$ cat config.mk
export PLATFORM = sky130hd
export DESIGN_NAME = pose_anim_sequencer
export DESIGN_NICKNAME = d
export VERILOG_FILES = /design/src/rtl/pose_anim_pkg.sv /design/src/rtl/pose_anim_sequencer_scaler.sv /design/src/rtl/pose_anim_sequencer.sv
export SDC_FILE = /design/constraint.sdc
export NUM_CORES = 1
export LEC_CHECK = 0
export ABC_AREA = 1
export ABC_CLOCK_PERIOD_IN_PS = 2000
export BUFFER_PORTS_ARGS = -buffer_cell sky130_fd_sc_hd__clkbuf_2
export CORE_AREA = 2 2 79 81
export DETAILED_ROUTE_END_ITERATION = 12
export DIE_AREA = 0 0 81 83
export GPL_TIMING_DRIVEN = 1
export HOLD_SLACK_MARGIN = 0.05
export PLACE_DENSITY = 0.79
export SYNTH_ARGS = -nofsm -noshare
export SYNTH_HDL_FRONTEND = slang
export SYNTH_SLANG_ARGS = --single-unit
$ cat constraint.sdc
create_clock -name vga_clk -period 2 [get_ports vga_clk]
set_input_delay 0.2 -clock vga_clk [delete_from_list [all_inputs] [get_ports vga_clk]]
set_output_delay 0.2 -clock vga_clk [all_outputs]
set_load 0.01 [all_outputs]
$ cat src/rtl/pose_anim_pkg.sv
// Shared types and screen/frame constants for the pose animation sequencer.
// Combinational constants only; no latency, no flow control.
package pose_anim_pkg;

  typedef enum logic [1:0] {
    IDLE  = 2'd0,
    ARMED = 2'd1,
    SHOW  = 2'd2
  } state_t;

  localparam int H_VISIBLE = 640;
  localparam int V_VISIBLE = 480;
  localparam int H_TOTAL   = 800;
  localparam int V_TOTAL   = 525;

  localparam int FRAME_W_DEF = 128;
  localparam int FRAME_H_DEF = 260;

  function automatic int frame_texels(input int w, input int h);
    return w * h;
  endfunction

  localparam int FRAME_TEXELS = frame_texels(FRAME_W_DEF, FRAME_H_DEF);

endpackage

$ cat src/rtl/pose_anim_sequencer_scaler.sv
// Two-stage sprite ROM address pipeline: scale screen coords to texels, then add pose base.
// Latency 2 cycles, free-running, no backpressure; off-screen pixels map to address 0.
module sprite_addr_scaler
  import pose_anim_pkg::*;
#(
  parameter int NUM_POSES = 4,
  parameter int FRAME_W   = FRAME_W_DEF,
  parameter int FRAME_H   = FRAME_H_DEF,
  parameter int TEXELS    = FRAME_TEXELS,
  parameter int ADDR_W    = 18,
  localparam int PW       = $clog2(NUM_POSES)
) (
  input  logic              i_clk,
  input  logic              i_rst,
  input  logic [9:0]        i_draw_x,
  input  logic [9:0]        i_draw_y,
  input  logic [PW-1:0]     i_pose_idx,
`ifdef POSE_FLIP_EN
  input  logic              i_flip,
`endif
  output logic [ADDR_W-1:0] o_rom_address
);

  localparam int SXW = $clog2(FRAME_W);
  localparam int SYW = $clog2(FRAME_H);

  logic [19:0]       w_x_prod, w_y_prod;
  logic [SXW-1:0]    w_sx, w_sx_m;
  logic [SYW-1:0]    w_sy;
  logic              w_vis;
  logic [ADDR_W-1:0] w_addr;

  logic [SXW-1:0]    r_sx;
  logic [SYW-1:0]    r_sy;
  logic              r_vis;
  logic [ADDR_W-1:0] r_addr;

  // 20-bit products: 799*128 and 524*260 both exceed 16 bits
  assign w_x_prod = 20'(i_draw_x) * 20'(FRAME_W);
  assign w_y_prod = 20'(i_draw_y) * 20'(FRAME_H);
  assign w_sx     = SXW'(w_x_prod / 20'(H_VISIBLE));
  assign w_sy     = SYW'(w_y_prod / 20'(V_VISIBLE));
  assign w_vis    = (i_draw_x < 10'(H_VISIBLE)) && (i_draw_y < 10'(V_VISIBLE));

`ifdef POSE_FLIP_EN
  assign w_sx_m = i_flip ? (SXW'(FRAME_W - 1) - w_sx) : w_sx;
`else
  assign w_sx_m = w_sx;
`endif

  assign w_addr = ADDR_W'(i_pose_idx) * ADDR_W'(TEXELS)
                + ADDR_W'(r_sy) * ADDR_W'(FRAME_W)
                + ADDR_W'(r_sx);

  always_ff @(posedge i_clk or posedge i_rst) begin
    if (i_rst) begin
      r_sx   <= '0;
      r_sy   <= '0;
      r_vis  <= 1'b0;
      r_addr <= '0;
    end else begin
      r_sx   <= w_sx_m;
      r_sy   <= w_sy;
      r_vis  <= w_vis;
      r_addr <= r_vis ? w_addr : '0;
    end
  end

  assign o_rom_address = r_addr;

endmodule

$ cat src/rtl/pose_anim_sequencer.sv
// Pose request sequencer: switches sprite pose only on frame ticks, holds HOLD_FRAMES, returns to pose 0.
// Address latency 2 cycles; requests never stall (last wins). Optional mirroring via POSE_FLIP_EN.
module pose_anim_sequencer
  import pose_anim_pkg::*;
#(
  parameter int NUM_POSES   = 4,
  parameter int FRAME_W     = FRAME_W_DEF,
  parameter int FRAME_H     = FRAME_H_DEF,
  parameter int HOLD_FRAMES = 6,
  parameter int ADDR_W      = 18,
  localparam int PW         = $clog2(NUM_POSES)
) (
  input  logic              vga_clk,
  input  logic              reset,
  input  logic [9:0]        DrawX,
  input  logic [9:0]        DrawY,
  input  logic              req_valid,
  input  logic [PW-1:0]     req_pose,
`ifdef POSE_FLIP_EN
  input  logic              flip_req,
`endif
  output logic              busy,
  output logic [PW-1:0]     pose_idx,
  output logic              frame_tick,
  output logic [ADDR_W-1:0] rom_address
);

  localparam int HW = $clog2(HOLD_FRAMES + 1);

  state_t        r_state;
  logic [PW-1:0] r_pose;
  logic [PW-1:0] r_pending;
  logic [HW-1:0] r_hold;
  logic          r_frame_tick;
  logic          r_flip;
  logic          w_req_ok;
  logic          w_eof;

  assign w_req_ok = req_valid && (int'(req_pose) < NUM_POSES);
  assign w_eof    = (DrawX == 10'(H_TOTAL - 1)) && (DrawY == 10'(V_TOTAL - 1));

  // A request arriving with a tick is latched after the tick has consumed the old pending pose
  always_ff @(posedge vga_clk or posedge reset) begin
    if (reset) begin
      r_state      <= IDLE;
      r_pose       <= '0;
      r_pending    <= '0;
      r_hold       <= '0;
      r_frame_tick <= 1'b0;
      r_flip       <= 1'b0;
    end else begin
      r_frame_tick <= w_eof;
`ifdef POSE_FLIP_EN
      if (r_frame_tick) r_flip <= flip_req;
`else
      r_flip <= 1'b0;
`endif
      case (r_state)
        IDLE: begin
          r_pose <= '0;
          if (w_req_ok) begin
            r_pending <= req_pose;
            r_state   <= ARMED;
          end
        end
        ARMED: begin
          if (r_frame_tick) begin
            r_pose  <= r_pending;
            r_hold  <= HW'(HOLD_FRAMES - 1);
            r_state <= SHOW;
          end
          if (w_req_ok) begin
            r_pending <= req_pose;
            r_state   <= ARMED;
          end
        end
        SHOW: begin
          if (r_frame_tick) begin
            if (r_hold == '0) begin
              r_pose  <= '0;
              r_state <= IDLE;
            end else begin
              r_hold <= r_hold - HW'(1);
            end
          end
          if (w_req_ok) begin
            r_pending <= req_pose;
            r_state   <= ARMED;
          end
        end
        default: r_state <= IDLE;
      endcase
    end
  end

  assign busy       = (r_state != IDLE);
  assign pose_idx   = r_pose;
  assign frame_tick = r_frame_tick;

  sprite_addr_scaler #(
    .NUM_POSES (NUM_POSES),
    .FRAME_W   (FRAME_W),
    .FRAME_H   (FRAME_H),
    .TEXELS    (frame_texels(FRAME_W, FRAME_H)),
    .ADDR_W    (ADDR_W)
  ) u_scaler (
    .i_clk         (vga_clk),
    .i_rst         (reset),
    .i_draw_x      (DrawX),
    .i_draw_y      (DrawY),
    .i_pose_idx    (r_pose),
`ifdef POSE_FLIP_EN
    .i_flip        (r_flip),
`endif
    .o_rom_address (rom_address)
  );

`ifndef POSE_FLIP_EN
  logic w_unused_flip;
  assign w_unused_flip = r_flip;
`endif

endmodule

# == Yosys cells after proc, flatten, opt, wreduce, memory -nomap -nowiden ==
# Cells that the tools add are included.
# op_classes
n_addsub,3
n_mul,2
n_div,2
n_lt_le_gt_ge,2
n_eq_ne,12
shifts,0
mux,14
n_bitwise,0
reduce_logical,12
# op_table
op,n
$div 17x10->20 const B,1
$div 19x9->20 const B,1
$eq 10x10->1 const B,2
$add 18x16->18,1
$add 18x7->18,1
$mux 18,1
$mul 10x7->17 const B,1
$mux 2,7
$pmux 2 s3,2
$reduce_and 4->1,3
$lt 10x10->1 const B,1
$lt 10x9->1 const B,1
$ne 2x2->1 const B,5
$mul 2x7->9 const B,1
$mux 3,3
$ne 3x3->1 const B,3
$pmux 3 s2,1
$reduce_bool 2->1,2
$logic_not 3->1,1
$reduce_bool 3->1,1
$reduce_or 3->1,1
$sub 3x1->3 const B,1
$eq 2x1->1 const B,1
$eq 2x2->1 const B,1
other kinds (3),4
# word_totals
reg_bits,45
latch_bits,0
mem_bits_rw,0
romBits,0
in_bits,25
output_inout_bits,22
wordCells,56
memories,0

# == Depth between registers and ports, before layout ==
# logic_depth
ltp_word,5
ltp_mapped,43
ltp_nobuf,43

# == By module ==
# From an unflattened synthesis, not the netlist that was laid out.
# hier_totals
cells_unflattened,499
area_unflattened_um2,3547.2
# by_module_without_submodules
module,n_inst,cells_per_inst,area_each_um2,seq_area_each_um2
sprite_addr_scaler,1,419,2979.1,875.8
pose_anim_sequencer,1,80,568.0,250.2

# == Worst setup path after synthesis ==
# Ideal clock, no wire load.
# synth_timing
kind,input port to flip-flop
start,input DrawY[1]
end,register u_scaler.r_sy[0]
setup_ns,0.121
arrival_ns,4.189
required_ns,1.879
setup_slack_ns,-2.310
cell_stages,35
n_path_buf,0
path_cell_list,ha_1 -> ha_1 -> fa_1 -> nand3_1 -> nand3_2 -> nand3_1 -> nand2_1 -> nor2_2 -> nand2_4 -> nand2_4 -> inv_2 -> o21ai_2 -> nand3_1 -> o21bai_4 -> nand2_1 -> nand2_2 -> nor2_1 -> o21bai_4 -> inv_1 -> nor4_1 -> nand3_2 -> nand2_4 -> nand3_2 -> nand2_1 -> nand2_1 -> o21ai_0 -> nand2_1 -> nor2_1 -> nand2_2 -> nand2_4 -> nand2_2 -> nand2_2 -> nand2_1 -> o211ai_1 -> nand2_1
# synth_via
elab_chain_len,2
# synth_lines
element,line_no,rtl
"start, declared",pose_anim_sequencer.sv:16,"input logic [9:0] DrawY,"
$mul 10x7->17,pose_anim_sequencer_scaler.sv:40,assign w_y_prod = 20'(i_draw_y) * 20'(FRAME_H);
$div 19x9->20,pose_anim_sequencer_scaler.sv:42,assign w_sy = SYW'(w_y_prod / 20'(V_VISIBLE));
named net u_scaler.w_sy[0],pose_anim_sequencer_scaler.sv:29,logic [SYW-1:0] w_sy;
"end signal, assigned",pose_anim_sequencer_scaler.sv:63,r_sy <= w_sy;
"end, declared",pose_anim_sequencer_scaler.sv:34,logic [SYW-1:0] r_sy;
# The timed path passes the listed nets, and every way through them passes these cells.
# A chain may end at the register's enable or synchronous reset.

# == Worst setup path after layout ==
# Ends and elaborated chain as after synthesis.

==> results.json <==
{
  "final_hold_viol_count": 0,
  "place.gp.congestion": 0.897,
  "synth_edf_count": 0,
  "antenna_found_initial": 0,
  "fp.dieW_um": 81,
  "grt.overflow.total": 0,
  "num_vias": 3784,
  "ios": 47,
  "dpl.cell_count": 646,
  "switching_share_pct": 44.5,
  "drive_gt1_share_pct": 51.0,
  "syn_area_per_cell_um2": 7.30,
  "finalSetupViolCount": 15,
  "cts_tree": "done",
  "worstHoldStart": "req_pose[1]",
  "crit_path_frequent_cell": "nand2_2",
  "seqPwrFrac_pct": 21.1,
  "syn_inst": 455,
  "yosysSeqAreaShare_pct": 33.9,
  "h-tree-depth": 2,
  "viasPerCell": 5.51,
  "ff_latch_area_um2": 1130,
  "grt_use_total_pct": 25.3,
  "fillers": 269,
  "syn_nets": 495,
  "grt_pass1_wl_um": 13600,
  "first_global_vias": 3313,
  "synthTopCellsByArea": "dfrtp_1 34%, nand2_1 12%, inv_1 9.3%, nand2_2 5.1%, ha_1 4.9%",
  "drv_cap": 0,
  "fp.dieArea_um2": 6720,
  "yosys.area.top_type": "dfrtp_1",
  "ant_nets": 0,
  "cp-start-kind": "primary input",
  "power_w": 0.00553,
  "dp_hpwl_um": 6050,
  "core_area_um2": 5820,
  "maxSlewViolCount": 0,
  "ys_async_sr_fraction_pct": 100,
  "fin_util_pct": 88.4,
  "clock-root-buffer": "clkbuf_8",
  "portBuffers": 46,
  "max_freq_mhz": 210,
  "initial_core_util_pct": 57.1,
  "grt_max_degree": 46,
  "ir_worst_vdd_mv": 0.642,
  "timing.final.ws_setup_ns": -2.76,
  "clkSinkCount": 45,
  "p_sw_w": 0.00246,
  "tightest_slew_ns": 0.600,
  "numCtsBuffers": 5,
  "final_nets": 651,
  "p_per_area_nw_per_um2": 1070,
  "rows": 28,
  "drc": 0,
  "cp.required_ns": 2.19,
  "netlist_area_um2": 3320,
  "clkSlewWorstSetupHoldPaths_ns": 0.08,
  "clk_latency_ns": 0.30,
  "cp-end-kind": "flip-flop",
  "relSlewSlack_pct": 59.6,
  "p_clk_share_pct": 12.3,
  "min_period_ns": 4.76,
  "critical_path_class": "in -> reg",
  "final_cell_mix": "96 x buf_4, 75 x nand2_1, 74 x inv_1, 45 x dfrtp_1, 43 x nand2_2",
  "rsz0062_at_grt": "true",
  "wl_um": 11200,
  "multi_input_area_um2": 2350,
  "dp_slack_ns": -2.75,
  "yosys_warnings": 0,
  "post_drt_wl_per_cell_um": 16.3,
  "worstPathArrival_ns": 4.95,
  "die_y_um": 83,
  "violations": "negative setup slack",
  "critPathLaunch": "DrawY[1]",
  "dr.pass1.iters": 5,
  "drt_iter0_drc": 281,
  "ys_types": 37,
  "final_common_cell": "buf_4",
  "p_leak_nw": 2.78,
  "layout.cells.non_filler": 687,
  "cp_slowest_cell": "fa_2",
  "area_delta_synth_final_pct": 55.0,
  "r2r_start": "pose_idx[0]",
  "clk_path_buf_depth": 2,
  "yosys.area.top_type_share_pct": 33.9,
  "hold_class": "in -> reg",
  "synth_top_flop_cell": "dfrtp_1",
  "p_int_w": 0.00307,
  "timing.final.crit_share_pct": 238,
  "ys_ff_latch": 45,
  "status": "complete, but fails checks",
  "antennaDiodeCount": 0,
  "combinationalPowerShare_pct": 66.6,
  "skew_ns": 0.00475,
  "cp_max_fo": 5,
  "fin_tns_setup_ns": -19.95,
  "critPathMaxStageDelay_ns": 0.36
}
==> critical path, delay by kind of cell <==
kind | cells | cell delay [ns]
simple gates | 34 | 3.38
fa+ha+maj | 3 | 0.76
buf+inv | 2 | 0.17
compound gates | 3 | 0.42
==> repair_timing <==
action / 4_1_cts / 5_1_grt
pin swaps: 32 / 50
endpoints found under the hold margin: 45 / 0
hold buffers: 1 / 0
setup endpoints to repair: 13 / 14
gates resized for setup: 23 / 80
buffers inserted: 17 / 18
==> cells in the mapped netlist (3+ instances only) <==
library cell,instances
nor3_1,3
nor2_1,38
nor2_2,6
nand3_1,19
o21ai_0,19
dfrtp_1,45
xor2_1,12
nand4_1,9
nand2_1,104
nand3_2,10
nand2_2,27
a21oi_1,10
nand2_4,4
inv_2,10
o21ai_1,10
o21ai_2,5
ha_1,13
inv_1,82
==> kinds of logic (layout without fill, tap and decap cells) <==
group	Yosys count	after routing	share of synthesized area (%)
AO/OA/AOI/OAI	59	59	11.8
XOR/XNOR	15	15	4.18
adder cells (fa/ha/maj)	15	15	6.11
buffers and inverters	96	253	11.1
flip-flops	45	45	33.9
AND/OR/NAND/NOR	225	225	32.9
==> stage by stage <==
| stage | hold slack (ns) | cell area (um2) |
|---|---|---|
| CTS | 0.137 | 4720 |
| global route | 0.145 | 5140 |
| floorplan | 0.273 | 3490 |
| global placement | 0.333 | 4350 |
| detailed placement | 0.336 | 4350 |
| finish | 0.146 | 5140 |
==> routing by layer <==
metal | GRT usage, % | vias up | part of all wire, %
met1 | 28.9 | 1799 | 36
met5 | 0 | - | 0
met4 | 11.6 | 0 | 6.3
li1 | - | 1737 | -
met2 | 45.8 | 180 | 52
met3 | 3.15 | 68 | 5.1
==> state kept, by name, indices dropped and copies added (netlist names) <==
signal	count
u_scaler.o_rom_address	18
u_scaler.r_sy	9
u_scaler.r_sx	7
r_hold	3
pose_idx	2
r_pending	2
r_state	2
frame_tick	1
u_scaler.r_vis	1
==> layout make-up <==
type,instances,share of cell area (%)
multi-input combinational,314,45.7
inverter,93,7.03
clock inverter,2,0.754
timing repair buffer,152,21.4
sequential,45,21.9
tap,75,1.82
clock buffer,6,1.41
==> power groups by stage <==
stage                     logic (W)  clock network, W  registers, W
after floorplan             0.00164                 0       0.00119
after global placement      0.00241                 0       0.00117
after detailed placement    0.00250                 0       0.00118
after CTS                   0.00276          0.000680       0.00116
after global routing        0.00394          0.000727       0.00119
final                       0.00368          0.000681       0.00117
==> final timing paths <==
check | end | slack [ns] | cells past startpoint
min in group asynchronous | r_hold[2] | 0.55 | 4
hold / removal | r_pending[1] | 0.15 | 3
setup reg to reg | u_scaler.o_rom_address[15] | 0.26 | 9
hold reg to reg | u_scaler.o_rom_address[1] | 0.45 | 2
setup / recovery | u_scaler.r_sy[0] | -2.76 | 42
max in group asynchronous | u_scaler.o_rom_address[13] | 1.09 | 4
Power figures use the tool's default switching activity.
